[config.mk]
export PLATFORM = sky130hd
export DESIGN_NAME = ic_fetch
export DESIGN_NICKNAME = d
export VERILOG_FILES = /design/src/rtl/ic_fetch_pkg.sv /design/src/rtl/ic_fetch_out_buf.sv /design/src/rtl/ic_fetch.sv
export SDC_FILE = /design/constraint.sdc
export NUM_CORES = 1
export LEC_CHECK = 0
export ABC_AREA = 1
export CAP_MARGIN = 20
export CORE_UTILIZATION = 30
export DETAILED_ROUTE_END_ITERATION = 12
export GPL_TIMING_DRIVEN = 0
export SYNTH_ARGS = -nofsm -noshare
export SYNTH_HDL_FRONTEND = slang
export SYNTH_SLANG_ARGS = --single-unit
export TNS_END_PERCENT = 50
[constraint.sdc]
create_clock -name clk -period 2.7 [get_ports clk]
set_clock_uncertainty 0.15 [all_clocks]
set_input_delay 0.27 -clock clk [delete_from_list [all_inputs] [get_ports clk]]
set_output_delay 0.27 -clock clk [all_outputs]
set_load 0.01 [all_outputs]
[src/rtl/ic_fetch_pkg.sv]
// rtl/ic_fetch_pkg.sv - shared constants and types for the instruction-fetch stage
//
// Purpose: stall-bus encoding, exception bit index, reset PC, fetch FSM state
//   encodings and the packed layout of ic_to_id_bus.
// Ports: none (package).

package ic_fetch_pkg;

  localparam logic [31:0] RESET_PC_DEFAULT    = 32'hBFC0_0000;
  localparam int          IC_TO_ID_WD_DEFAULT = 65;

  localparam int   STALL_BUS_WD = 6;
  localparam logic STOP         = 1'b1;
  localparam logic NO_STOP      = 1'b0;

  localparam int EXC_ADEL_IF = 16;

  localparam logic [1:0] S_IDLE = 2'd0;
  localparam logic [1:0] S_REQ  = 2'd1;
  localparam logic [1:0] S_WAIT = 2'd2;

  typedef struct packed {
    logic [31:0] excepttype;
    logic        ce;
    logic [31:0] pc;
  } ic_to_id_t;

  function automatic logic [31:0] adel_if_excepttype();
    logic [31:0] e;
    e              = '0;
    e[EXC_ADEL_IF] = 1'b1;
    return e;
  endfunction

endpackage

[src/rtl/ic_fetch_out_buf.sv]
// rtl/ic_fetch_out_buf.sv - one-entry holding register for the fetch-to-decode slot
//
// Purpose: holds one {excepttype, ce, pc} + instruction word for decode.
// Ports:
//   clk, rst     clock, synchronous active-high reset
//   clear_i      drop the held entry (redirect)
//   load_i       new entry offered on bus_d_i/inst_d_i
//   hold_i       decode is stalled; keep presenting the current entry
//   bus_d_i      entry to load
//   inst_d_i     instruction to load
//   valid_o      slot holds a real entry
//   bus_o        presented entry (all zero when empty)
//   inst_o       presented instruction (zero when empty)

module ic_fetch_out_buf
  import ic_fetch_pkg::*;
(
  input  logic        clk,
  input  logic        rst,
  input  logic        clear_i,
  input  logic        load_i,
  input  logic        hold_i,
  input  ic_to_id_t   bus_d_i,
  input  logic [31:0] inst_d_i,
  output logic        valid_o,
  output ic_to_id_t   bus_o,
  output logic [31:0] inst_o
);

  logic        valid_q;
  ic_to_id_t   bus_q;
  logic [31:0] inst_q;

  // An empty slot is stored as zeros so decode sees ce=0, pc=0 bubbles
  // directly from the register. A held valid entry is never overwritten.
  always_ff @(posedge clk) begin
    if (rst || clear_i) begin
      valid_q <= 1'b0;
      bus_q   <= '0;
      inst_q  <= '0;
    end else if (load_i && (!valid_q || !hold_i)) begin
      valid_q <= 1'b1;
      bus_q   <= bus_d_i;
      inst_q  <= inst_d_i;
    end else if (!hold_i) begin
      valid_q <= 1'b0;
      bus_q   <= '0;
      inst_q  <= '0;
    end
  end

  assign valid_o = valid_q;
  assign bus_o   = bus_q;
  assign inst_o  = inst_q;

endmodule

[src/rtl/ic_fetch.sv]
// rtl/ic_fetch.sv - instruction-fetch stage: PC, SRAM-like request FSM, decode slot
//
// Purpose: owns the fetch PC, issues req/addr_ok/data_ok reads and presents
//   {excepttype, ce, pc} plus the fetched word to decode.
// Ports:
//   clk, rst                      clock, synchronous active-high reset
//   stall[5:0]                    pipeline stall bus; stall[1]==STOP holds our output
//   flush, new_pc                 exception/eret redirect
//   br_e, br_addr                 taken branch redirect
//   stallreq                      decode would take a bubble
//   inst_req, inst_addr           request and word-aligned address
//   inst_addr_ok                  request accepted
//   inst_data_ok, inst_rdata      read data return
//   ic_to_id_bus, ic_inst         slot presented to decode

module ic_fetch
  import ic_fetch_pkg::*;
#(
  parameter logic [31:0] RESET_PC    = RESET_PC_DEFAULT,
  parameter int          IC_TO_ID_WD = IC_TO_ID_WD_DEFAULT
) (
  input  logic                    clk,
  input  logic                    rst,
  input  logic [STALL_BUS_WD-1:0] stall,
  input  logic                    flush,
  input  logic [31:0]             new_pc,
  input  logic                    br_e,
  input  logic [31:0]             br_addr,
  output logic                    stallreq,
  output logic                    inst_req,
  output logic [31:0]             inst_addr,
  input  logic                    inst_addr_ok,
  input  logic                    inst_data_ok,
  input  logic [31:0]             inst_rdata,
  output logic [IC_TO_ID_WD-1:0]  ic_to_id_bus,
  output logic [31:0]             ic_inst
);

  logic [1:0]  state_q, state_d;
  logic [31:0] fetch_pc_q, fetch_pc_d;
  logic [31:0] pend_pc_q, pend_pc_d;
  logic [1:0]  cancel_q, cancel_d;
  logic        exc_sent_q, exc_sent_d;

  logic        consume;
  logic        redirect;
  logic [31:0] redirect_pc;
  logic        misaligned;
  logic        slot_free;
  logic        addr_acc;
  logic        data_hit;
  logic        data_keep;
  logic        exc_load;
  logic        cancel_inc;

  logic        buf_valid;
  logic        buf_load;
  ic_to_id_t   buf_d;
  logic [31:0] buf_inst_d;
  ic_to_id_t   buf_q;
  logic [31:0] buf_inst_q;

  logic        unused_stall;
  assign unused_stall = ^{stall[STALL_BUS_WD-1:2], stall[0]};

  assign consume     = (stall[1] == NO_STOP);
  assign redirect    = flush | br_e;
  assign redirect_pc = flush ? new_pc : br_addr;
  assign misaligned  = (fetch_pc_q[1:0] != 2'b00);

  // A request is only issued into an empty slot (or one decode takes this
  // edge), so whenever a read is in flight the slot is empty and the returning
  // word can always be loaded.
  assign slot_free = !buf_valid || consume;

  assign inst_req  = (state_q == S_REQ) && !misaligned;
  assign inst_addr = {fetch_pc_q[31:2], 2'b00};
  assign addr_acc  = inst_req && inst_addr_ok;

  // data_ok outside WAIT (e.g. a beat that was in flight across reset) is ignored.
  assign data_hit  = (state_q == S_WAIT) && inst_data_ok;
  assign data_keep = data_hit && (cancel_q == 2'd0) && !redirect;

  // The address-error pseudo-instruction is presented once per bad PC.
  assign exc_load  = (state_q == S_IDLE) && misaligned && !exc_sent_q &&
                     slot_free && !redirect;

  // Only the single live read can be cancelled; a read already cancelled
  // is not counted again by a second redirect.
  assign cancel_inc = redirect &&
                      (addr_acc ||
                       ((state_q == S_WAIT) && (cancel_q == 2'd0) && !inst_data_ok));

  assign buf_load = data_keep || exc_load;

  always_comb begin
    buf_d      = '0;
    buf_inst_d = '0;
    if (data_keep) begin
      buf_d.excepttype = '0;
      buf_d.ce         = 1'b1;
      buf_d.pc         = pend_pc_q;
      buf_inst_d       = inst_rdata;
    end else begin
      buf_d.excepttype = adel_if_excepttype();
      buf_d.ce         = 1'b1;
      buf_d.pc         = fetch_pc_q;
      buf_inst_d       = '0;
    end
  end

  always_comb begin
    fetch_pc_d = fetch_pc_q;
    if (redirect) begin
      fetch_pc_d = redirect_pc;
    end else if (addr_acc) begin
      fetch_pc_d = fetch_pc_q + 32'd4;
    end
  end

  always_comb begin
    pend_pc_d = pend_pc_q;
    if (addr_acc) begin
      pend_pc_d = fetch_pc_q;
    end
  end

  always_comb begin
    cancel_d = cancel_q;
    if (data_hit && (cancel_q != 2'd0)) begin
      cancel_d = cancel_q - 2'd1;
    end else if (cancel_inc && (cancel_q != 2'd3)) begin
      cancel_d = cancel_q + 2'd1;
    end
  end

  always_comb begin
    exc_sent_d = exc_sent_q;
    if (redirect) begin
      exc_sent_d = 1'b0;
    end else if (exc_load) begin
      exc_sent_d = 1'b1;
    end
  end

  always_comb begin
    state_d = state_q;
    case (state_q)
      S_IDLE: begin
        // A redirect spends this cycle updating fetch_pc; the new target
        // is requested from IDLE next cycle with a cleared slot.
        if (!redirect && !misaligned && slot_free) begin
          state_d = S_REQ;
        end
      end
      S_REQ: begin
        if (addr_acc) begin
          state_d = S_WAIT;
        end else if (misaligned && !redirect) begin
          state_d = S_IDLE;
        end
      end
      S_WAIT: begin
        if (inst_data_ok) begin
          state_d = S_IDLE;
        end
      end
      default: state_d = S_IDLE;
    endcase
  end

  always_ff @(posedge clk) begin
    if (rst) begin
      state_q    <= S_IDLE;
      fetch_pc_q <= RESET_PC;
      pend_pc_q  <= '0;
      cancel_q   <= 2'd0;
      exc_sent_q <= 1'b0;
    end else begin
      state_q    <= state_d;
      fetch_pc_q <= fetch_pc_d;
      pend_pc_q  <= pend_pc_d;
      cancel_q   <= cancel_d;
      exc_sent_q <= exc_sent_d;
    end
  end

  ic_fetch_out_buf u_out_buf (
    .clk      (clk),
    .rst      (rst),
    .clear_i  (redirect),
    .load_i   (buf_load),
    .hold_i   (!consume),
    .bus_d_i  (buf_d),
    .inst_d_i (buf_inst_d),
    .valid_o  (buf_valid),
    .bus_o    (buf_q),
    .inst_o   (buf_inst_q)
  );

  assign ic_to_id_bus = IC_TO_ID_WD'(buf_q);
  assign ic_inst      = buf_inst_q;

  assign stallreq = ((state_q != S_IDLE) || !buf_valid) && !rst;

endmodule
======== After elaboration in Yosys (flattened, before gate mapping) ========
Cells that the tools add are included.
storage, ports and cells
  input bits .............................. 108
  logic and storage cells ................. 81
  register bits after elaboration ......... 167
  output and inout port bits .............. 131
cells by class
  equality and inequality tests ........... 7
  reduce and logical (&&, ||, !) cells .... 41
  bitwise operators ....................... 2
  mux-type cells .......................... 18
  $add $sub $neg .......................... 3
operator list
  operator                                                                  count
  32-bit 2-to-1 mux                                                         6
  65-bit 2-to-1 mux                                                         2
  50-bit 2-to-1 mux                                                         1
  32-bit by 3-bit adder with 32-bit output (second input constant)          1
  1-bit logical AND                                                         19
  2-bit 2-to-1 mux                                                          6
  2-bit nonzero test                                                        5
  1-bit logical NOT                                                         7
  1-bit logical OR                                                          6
  2-bit one-hot mux with 3 select lines                                     1
  2-bit logical NOT                                                         2
  2-bit by 1-bit inequality test with 1-bit output (second input constant)  2
  2-bit inequality test (second input constant)                             2
  3-bit by 2-bit inequality test with 1-bit output (second input constant)  1
  3-bit AND reduction                                                       1
  2-bit by 1-bit adder with 2-bit output (second input constant)            1
  2-bit by 1-bit equality test with 1-bit output (second input constant)    1
  2-bit equality test (second input constant)                               1
  1-bit 2-to-1 mux                                                          2
  2-bit OR reduction                                                        1
  2-bit by 1-bit subtractor with 2-bit output (second input constant)       1
  1-bit NOT                                                                 1
  1-bit OR                                                                  1

======== Longest topological paths before layout ========
Gate-level depths: netlist of run 1.
  depth after elaboration ................. 9
  mapped depth ............................ 12

======== Modules after synthesis ========
From an unflattened synthesis of run 1, not the netlist that was laid out.
unflattened totals
  cell total of the unflattened synthesis .. 1,250
  area total of the unflattened synthesis .. 8,501.9 um^2
modules (own cells, without submodules)
  module            area an instance (um^2)  instances  cells an instance
  ic_fetch          4,680.7                  1          802
  ic_fetch_out_buf  3,821.2                  1          448

======== Worst setup path before layout of run 1 ========
Ideal clock, no wire load.
  kind .................................... register to register
  start ................................... register fetch_pc_q[2]
  end ..................................... register fetch_pc_q[22]
  arrival ................................. 1.458 ns
  cell stages (with the launch flop) ...... 10
  setup slack ............................. 0.979 ns
  clock period less this slack ............ 1.721 ns
  setup time .............................. 0.113 ns
  buffers on the path ..................... 0
  path through ............................ dfxtp_1 > ha_1 > nand3_1 > inv_1 > nand3_1 > nor2_1 > nand2_1 > xor2_1 > nand2_1 > nand2_1
on the way
  longest elaborated chain between the ends .. 3
ends and longest elaborated chain
  what                                      line             source
  start, declared                           ic_fetch.sv:40   logic [31:0] fetch_pc_q, fetch_pc_d;
  start signal, assigned                    ic_fetch.sv:181  fetch_pc_q <= fetch_pc_d;
  32-bit by 3-bit adder with 32-bit output  ic_fetch.sv:117  fetch_pc_d = fetch_pc_q + 32'd4;
  32-bit 2-to-1 mux                         ic_fetch.sv:116  end else if (addr_acc) begin
  32-bit 2-to-1 mux                         ic_fetch.sv:114  if (redirect) begin
Every way passes these cells. The select of a mux whose other input is x is not followed.
A chain may end at the register's enable or synchronous reset.

======== Worst setup path in the final report of run 1 ========
  start ................................... register fetch_pc_q[1]
  end ..................................... register fetch_pc_q[5]
on the way
  longest elaborated chain between the ends .. 5
  elaborated cells between the ends (all ways) .. 8
  classes of those cells .................. add/sub (1); mux (2); reduce/logical (5)
ends and longest elaborated chain
  what
  branches (longest 5 deep; another with 32-bit by 3-bit adder with 32-bit output)
Several ways; the timed one is not identified. The select of a mux whose other input is x is not followed.

==> impl_metrics.env, run 1 <==
export IMPL_status="finished clean"
export IMPL_dp_hpwl_um=20360
export IMPL_place_inst=1613
export IMPL_cts_setup_buffers=0
export IMPL_hold_viol_final=0
export IMPL_viasPerCell=4.753
export IMPL_critPathMaxFanout=10
export IMPL_ir_drop_uv=476.5
export IMPL_cp_start_kind="flip-flop"
export IMPL_synth_seq_cells=135
export IMPL_period_share_pct=90.84
export IMPL_nets=1428
export IMPL_crit_type="reg2reg"
export IMPL_post_route_drc_count=0
export IMPL_die_h_um=155.9
export IMPL_finalWorstSetupSlack_ns=0.2473
export IMPL_worst_ep_arrival_time_ns=2.65
export IMPL_syn_cell_area_sq_mm=0.007102
export IMPL_timing_fmax_ghz=0.4077
export IMPL_clk_latency_ns=0.42
export IMPL_hold_start="rst"
export IMPL_ys_warn_count=0
export IMPL_cts_inserted_buffers=17
export IMPL_yosysUniqueCellTypes=35
export IMPL_place_gp_congestion=0.9109
export IMPL_reg2reg_from="fetch_pc_q[1]"
export IMPL_post_cts_resized=0
export IMPL_grt_overflow=0
export IMPL_wirelength_um=26560
export IMPL_ctsHtreeMaxLevel=4
export IMPL_place_port_buffers=199
export IMPL_whs_ns=0.1415
export IMPL_slew_violations=0
export IMPL_fin_cells=1645
export IMPL_startpoint="fetch_pc_q[1]"
export IMPL_clock_sinks=135
export IMPL_placeableCoreArea_sq_mm=0.02292
export IMPL_dp_worst_setup_slack_ns=-0.3246
export IMPL_first_pass_iters=5
export IMPL_setup_viol=0
export IMPL_avgSynthCellArea_sq_um=6.643
export IMPL_path_clk_slew_ns=0.06
export IMPL_die_x_um=155.9
export IMPL_worstPathRequired_ns=2.89
export IMPL_antenna_found_initial=0
export IMPL_hold_buffers=0
export IMPL_num_vias=7818
export IMPL_wl_per_cell_um=16.15
export IMPL_hold_path_class="in2reg"
export IMPL_rows=55
export IMPL_synth_async_sr_flop_share_pct=0
export IMPL_drt_first_iter_violations=658
export IMPL_die_area_sq_mm=0.02429
export IMPL_drive_above_1_share_pct=9.009
export IMPL_crit_path_end_kind="flip-flop"
export IMPL_worstMarginPinSlew_ns=0.8493
export IMPL_pin_count=239
export IMPL_netlist_instances=1069
export IMPL_clockRootBuffer="clkbuf_16"
export IMPL_synth_seq_area_share_pct=38.05
export IMPL_power_density_mw_per_mm2=545.3
export IMPL_cts_tree="built"
export IMPL_leakage_uw=0.004037
export IMPL_clockBufferDepth=2
export IMPL_syn_to_final_growth_pct=44.38
export IMPL_grt_pass1_vias=7494
export IMPL_grt_pass1_wl_um=40870
export IMPL_slew_headroom_pct=43.17
export IMPL_synth_ff_type="dfxtp_1"
export IMPL_dpl_cell_area_sq_mm=0.009605
export IMPL_grt_max_degree=17
export IMPL_rsz0062_at_grt="false"
export IMPL_antenna_left=0
export IMPL_final_area_sq_mm=0.01025
export IMPL_track_usage_pct=22.01
export IMPL_initial_core_util_pct=30.99
export IMPL_synth_edf_count=0
export IMPL_period_minus_slack_ns=2.453
export IMPL_drv_cap=0
export IMPL_diodes=0
==> state kept, by name (all words and copies together), names as in the netlist <==
signal            cells
state_q               2
cancel_q              2
u_out_buf.bus_o      34
exc_sent_q            1
u_out_buf.inst_o     32
pend_pc_q            32
fetch_pc_q           32
==> metal layers <==
layer	wire length (um)	global-route usage, %	vias up
li1	-	-	3942
met1	11930	27.89	3560
met2	12320	36.67	277
met3	1582	4.333	39
met4	725	8.403	0
met5	0	0	-
==> layout make-up <==
class                      count  area, sq um
buffer                       129        772.0
clock buffer                  21        450.4
clock inverter                11        193.9
fill                        2393        12660
inverter                      81        304.0
multi-input combinational    756         3447
sequential                   135         2703
tap                          313        391.6
timing repair buffer         199         1992
==> kinds of logic (layout without fill, tap and decap cells) <==
family                   count (synthesis)  in the layout  share of synthesized area, %
AO/OA/AOI/OAI                          244            244                         17.99
XOR/XNOR                                 3              3                        0.3700
adder cells (fa/ha/maj)                  1              1                        0.1762
buffers and inverters                  210            441                         15.13
flip-flops                             135            135                         38.05
other                                    1             33                       0.05280
AND/OR/NAND/NOR                        475            475                         28.22
==> power breakdown <==
group          switching, uW  internal, uW
clock network            906          1670
logic                    450           412
registers               93.8          2060
==> placed cells by master (no fill, tap or decap), types with 3 or more instances in the layout <==
cell type / n
a22oi_1: 5
nor2_1: 91
clkbuf_1: 46
a21oi_1: 116
o221ai_1: 3
nand2_1: 230
o21ai_1: 10
bufinv_16: 5
clkdlybuf4s50_1: 199
xor2_1: 3
buf_2: 10
inv_2: 3
o21ai_0: 95
nand4_1: 8
clkbuf_16: 17
dfxtp_1: 135
buf_4: 73
conb_1: 33
inv_1: 77
a31oi_1: 5
nand3_1: 137
==> stage by stage <==
stage | total power [uW] | utilization (%) | setup TNS [ns]
5_1_grt | 5800 | 44.74 | 0
2_1_floorplan | 2626 | - | 0
6_report | 5591 | 44.74 | 0
3_5_place_dp | 3050 | 41.92 | -6.574
4_1_cts | 5621 | 44.73 | 0
3_3_place_gp | 3049 | 41.92 | -3.332
==> worst paths after layout <==
path	to	slack (ns)	cells past startpoint
setup / recovery	fetch_pc_q[5]	0.25	6
hold reg to reg	pend_pc_q[27]	0.30	2
setup reg to reg	fetch_pc_q[5]	0.25	6
hold / removal	pend_pc_q[18]	0.14	2
==> critical path: stages, from the launching register on <==
cell and delay (ns):
dfxtp_1 0.32, nor2_1 0.25, nand3_1 0.44, nand2_2 0.36, clkbuf_1 0.50, o21ai_0 0.17
a31oi_1 0.17
==> synth_stat cells (all sizes together), types with 2 or more instances <==
cell    instances  area, sq um
dfxtp         135         2703
xor2            3        26.28
nand3b          2        15.01
nand2         232        878.3
nand3         138        695.7
o21ai         105        525.5
clkbuf         44        165.2
o22ai           2        12.51
nor3            2        10.01
inv            80        300.3
o221ai          3        26.28
a22oi           5        37.54
o211ai          2        15.01
a21oi         116        580.6
a31oi           5        31.28
nand4           8        50.05
nor2           91        341.6
buf            85        605.6
Power figures use the tool's default switching activity.
==> run 2, diff against run 1 <==
- CORE_MARGIN: default -> 2
==> run 2 against run 1 <==
Sequential share of layout area is 0.22 points higher. Count of clock-buffer cells in the layout is 2 lower. Sequential power is essentially flat. Cell count increased by 0.36%. Combinational power down 0.6%. Non-clock buffer count is the same. Largest cell class unchanged. Via count down 0.90%.
==> impl_metrics.env, run 2 (synthesis gave the netlist of run 1 again) <==
export IMPL_antenna_left=0
export IMPL_drive_above_1_share_pct=8.934
export IMPL_placeableCoreArea_sq_mm=0.02333
export IMPL_rsz0062_at_grt="false"
export IMPL_nets=1428
export IMPL_hold_viol_final=0
export IMPL_setup_viol=0
export IMPL_critPathMaxFanout=10
export IMPL_clockBufferDepth=2
export IMPL_largest_reg_flops=34
export IMPL_dp_worst_setup_slack_ns=-0.3204
export IMPL_leakage_uw=0.003990
export IMPL_place_port_buffers=199
export IMPL_diodes=0
export IMPL_dpl_cell_area_sq_mm=0.009613
export IMPL_drv_cap=0
export IMPL_cts_setup_buffers=0
export IMPL_num_vias=7748
export IMPL_ctsHtreeMaxLevel=4
export IMPL_power_density_mw_per_mm2=513.8
export IMPL_reg2reg_depth=7
export IMPL_slew_headroom_pct=44.07
export IMPL_slew_violations=0
export IMPL_rows=56
export IMPL_path_clk_slew_ns=0.06
export IMPL_clockRootBuffer="clkbuf_16"
export IMPL_clock_sinks=135
export IMPL_crit_path_end_kind="flip-flop"
export IMPL_syn_to_final_growth_pct=43.16
export IMPL_grt_pass1_vias=7413
export IMPL_period_share_pct=96.84
export IMPL_antenna_found_initial=0
export IMPL_worstPathRequired_ns=2.82
export IMPL_nFillCells=2508
export IMPL_period_minus_slack_ns=2.615
export IMPL_viasPerCell=4.693
export IMPL_wl_per_cell_um=15.79
export IMPL_place_gp_congestion=0.9459
export IMPL_hold_buffers=0
export IMPL_post_cts_resized=0
export IMPL_die_x_um=157.9
export IMPL_crit_type="in2reg"
export IMPL_seq_area_sq_mm=0.002703
export IMPL_initial_core_util_pct=30.44
export IMPL_whs_ns=0.1755
export IMPL_pin_count=239
export IMPL_clk_latency_ns=0.42
export IMPL_total_power_uw=5224
export IMPL_drt_first_iter_violations=641
export IMPL_fin_util_pct=43.58
export IMPL_die_h_um=157.9
export IMPL_cts_tree="built"
export IMPL_track_usage_pct=20.88
export IMPL_dp_hpwl_um=20070
export IMPL_ir_drop_uv=303.7
export IMPL_grt_max_degree=17
export IMPL_mostFrequentLayoutCell="nand2_1"
export IMPL_cts_inserted_buffers=17
export IMPL_status="finished clean"
export IMPL_post_route_drc_count=0
export IMPL_timing_fmax_ghz=0.3825
export IMPL_finalWorstSetupSlack_ns=0.08543
export IMPL_hold_path_class="in2reg"
export IMPL_multi_input_area_sq_mm=0.003445
export IMPL_wirelength_um=26070
export IMPL_final_cell_mix="nand2_1, clkdlybuf4s50_1, nand3_1, dfxtp_1, a21oi_1"
export IMPL_first_pass_iters=5
export IMPL_worstMarginPinSlew_ns=0.8359
export IMPL_grt_overflow=0
export IMPL_grt_pass1_wl_um=39860
export IMPL_cp_start_kind="input port"
export IMPL_hold_depth=2
export IMPL_worst_ep_arrival_time_ns=2.74
export IMPL_final_area_sq_mm=0.01017
export IMPL_die_area_sq_mm=0.02492
-- run 2: routing by layer --
layer,global-route usage [%],vias up,share of wire [%]
li1,-,3940,-
met5,0,-,0
met2,35.26,266,47
met4,7.706,0,2.5
met1,26.39,3507,44
met3,3.997,35,6.4
-- run 2: path summary, 6_finish.rpt --
| check | start | slack [ns] | to |
|---|---|---|---|
| worst min-delay path | rst | 0.18 | pend_pc_q[2] |
| worst min register to register | pend_pc_q[26] | 0.30 | pend_pc_q[26] |
| worst max-delay path | flush | 0.09 | fetch_pc_q[23] |
| worst max register to register | fetch_pc_q[1] | 0.29 | fetch_pc_q[13] |
-- run 2: power breakdown --
| group | switching (uW) | internal [uW] |
|---|---|---|
| sequential | 92.8 | 2060 |
| combinational | 445 | 412 |
| clock | 940 | 1270 |
-- run 2: worst max-delay path: stages --
cell and delay [ns]:
clkdlybuf4s50_1 0.50, inv_2 0.25, nand2_4 0.14, inv_2 0.12, clkbuf_1 0.63, clkbuf_1 0.51
nand3_1 0.15, nand2_1 0.09, o211ai_1 0.08
-- run 2: layout make-up --
| class | instances | area share [%] |
|---|---|---|
| inverters | 81 | 2.990 |
| flip-flops and latches | 135 | 26.58 |
| clock buffers | 19 | 4.258 |
| multi-input cells | 756 | 33.88 |
| plain buffers | 129 | 7.581 |
| well taps | 319 | 3.926 |
| repair buffers | 199 | 19.59 |
| clock inverters | 13 | 1.194 |
-- run 2: per-stage QoR --
| step | instances | TNS [ns] |
|---|---|---|
| CTS | 1651 | 0 |
| global placement | 1619 | -3.808 |
| detailed placement | 1619 | -4.221 |
| floorplan | 1101 | 0 |
| finish | 1651 | 0 |
| global route | 1651 | 0 |
==> run 3, diff against run 2 <==
- RECOVER_POWER: default -> 50
==> run 3 against run 2 <==
Worst hold slack got worse by 0.0040 ns. Final area did not move. Register-to-register slack barely moved. Critical path type unchanged. First-iteration DRC count fell by 6.9%. Non-clock buffer count did not move. Sequential share of layout area did not move.
==> impl_metrics.env, run 3 (synthesis gave the netlist of run 1 again) <==
export IMPL_die_area_sq_mm=0.02492
export IMPL_antenna_left=0
export IMPL_slew_headroom_pct=43.25
export IMPL_pin_count=239
export IMPL_place_port_buffers=199
export IMPL_cp_start_kind="input port"
export IMPL_crit_type="in2reg"
export IMPL_clockBufferDepth=2
export IMPL_final_cell_mix="nand2_1, nand3_1, dfxtp_1, a21oi_1, clkdlybuf4s50_1"
export IMPL_hold_depth=2
export IMPL_total_power_uw=5213
export IMPL_hold_buffers=0
export IMPL_hold_end="pend_pc_q[2]"
export IMPL_crit_path_end_kind="flip-flop"
export IMPL_worstMarginPinSlew_ns=0.8481
export IMPL_critPathMaxFanout=10
export IMPL_cts_setup_buffers=0
export IMPL_hold_path_class="in2reg"
export IMPL_rsz0062_at_grt="false"
export IMPL_clock_sinks=135
export IMPL_wirelength_um=26070
export IMPL_mostFrequentLayoutCell="nand2_1"
export IMPL_hold_start="rst"
export IMPL_track_usage_pct=20.88
export IMPL_die_h_um=157.9
export IMPL_largest_reg_flops=34
export IMPL_regToRegEndpoint="fetch_pc_q[13]"
export IMPL_place_inst=1619
export IMPL_post_route_drc_count=0
export IMPL_first_pass_iters=5
export IMPL_dp_hpwl_um=20070
export IMPL_syn_to_final_growth_pct=43.16
export IMPL_nets=1428
export IMPL_drive_above_1_share_pct=8.934
export IMPL_drt_first_iter_violations=597
export IMPL_antenna_found_initial=0
export IMPL_place_gp_congestion=0.9459
export IMPL_ir_drop_uv=306.3
export IMPL_power_density_mw_per_mm2=512.8
export IMPL_status="finished clean"
export IMPL_grt_overflow=0
export IMPL_period_share_pct=97.45
export IMPL_path_clk_slew_ns=0.06
export IMPL_grt_pass1_vias=7413
export IMPL_cts_inserted_buffers=17
export IMPL_period_minus_slack_ns=2.631
export IMPL_ctsHtreeMaxLevel=4
export IMPL_grt_max_degree=17
export IMPL_diodes=0
export IMPL_timing_fmax_ghz=0.3801
export IMPL_clockRootBuffer="clkbuf_16"
export IMPL_initial_core_util_pct=30.44
export IMPL_viasPerCell=4.670
export IMPL_grt_pass1_wl_um=39860
export IMPL_reg2reg_slack_ns=0.28
export IMPL_wl_per_cell_um=15.79
export IMPL_post_cts_resized=0
export IMPL_hold_viol_final=0
export IMPL_drv_cap=0
export IMPL_die_x_um=157.9
export IMPL_fin_util_pct=43.58
export IMPL_reg2reg_from="fetch_pc_q[1]"
export IMPL_placeableCoreArea_sq_mm=0.02333
export IMPL_cts_tree="built"
export IMPL_slew_violations=0
export IMPL_worst_ep_arrival_time_ns=2.76
export IMPL_reg2reg_depth=7
export IMPL_clk_latency_ns=0.43
export IMPL_fin_cells=1651
export IMPL_worstPathRequired_ns=2.82
export IMPL_leakage_uw=0.004245
export IMPL_num_vias=7710
export IMPL_rows=56
export IMPL_setup_viol=0
export IMPL_finalSetupTns_ns=0
-- run 3: changes by cell type in the layout (fill, tap and decap cells not counted) --
cell and delta:
dlygate4sd3_1 +87, clkbuf_4 +8, clkdlybuf4s50_1 -87, buf_4 -8
-- run 3: worst max path at each step --
| stage | start | endpoint | slack, ns | depth (start not counted) |
|---|---|---|---|---|
| global route | flush | fetch_pc_q[23] | 0.007 | 9 |
| finish | flush | fetch_pc_q[23] | 0.07 | 9 |
| detailed placement | flush | fetch_pc_q[23] | -0.32 | 9 |
| global placement | flush | fetch_pc_q[23] | -0.32 | 9 |
| CTS | flush | fetch_pc_q[23] | 0.12 | 9 |
| floorplan | fetch_pc_q[2] | fetch_pc_q[22] | 0.98 | 9 |
-- run 3: layout make-up --
type	instances	area, sq um
buffer	129	770.7
clock inverter	13	121.4
tap	319	399.1
timing repair buffer	199	1992
fill	2508	13170
multi-input combinational	756	3445
sequential	135	2703
inverter	81	304.0
clock buffer	19	432.9
-- run 3: metrics by stage --
stage                     setup slack, ns  hold slack (ns)  area, sq um
final                             0.06886           0.1715        10170
after global routing             0.006714           0.2170        10170
after global placement            -0.3234           0.2845         9613
after CTS                          0.1243           0.1794        10170
after floorplan                    0.9790           0.2675         7222
after detailed placement          -0.3204           0.2895         9613
-- run 3: layer usage --
layer	wire, um	global-route usage, %
met1	11590	26.39
met2	12170	35.26
met3	1683	3.997
met4	624	7.706
met5	0	0
-- run 3: worst max-delay path, cell delays in order --
cell	delay, ns
clkdlybuf4s50_1	0.50
inv_2	0.25
nand2_4	0.15
inv_2	0.12
clkbuf_1	0.62
clkbuf_1	0.52
nand3_1	0.15
nand2_1	0.09
o211ai_1	0.08
-- run 3: report_power, final --
group	switching, uW	leakage, uW	internal (uW)
sequential	92.0	0.00110	2060
clock	945	0.000268	1270
combinational	443	0.00288	400
total	1480	0.00425	3730
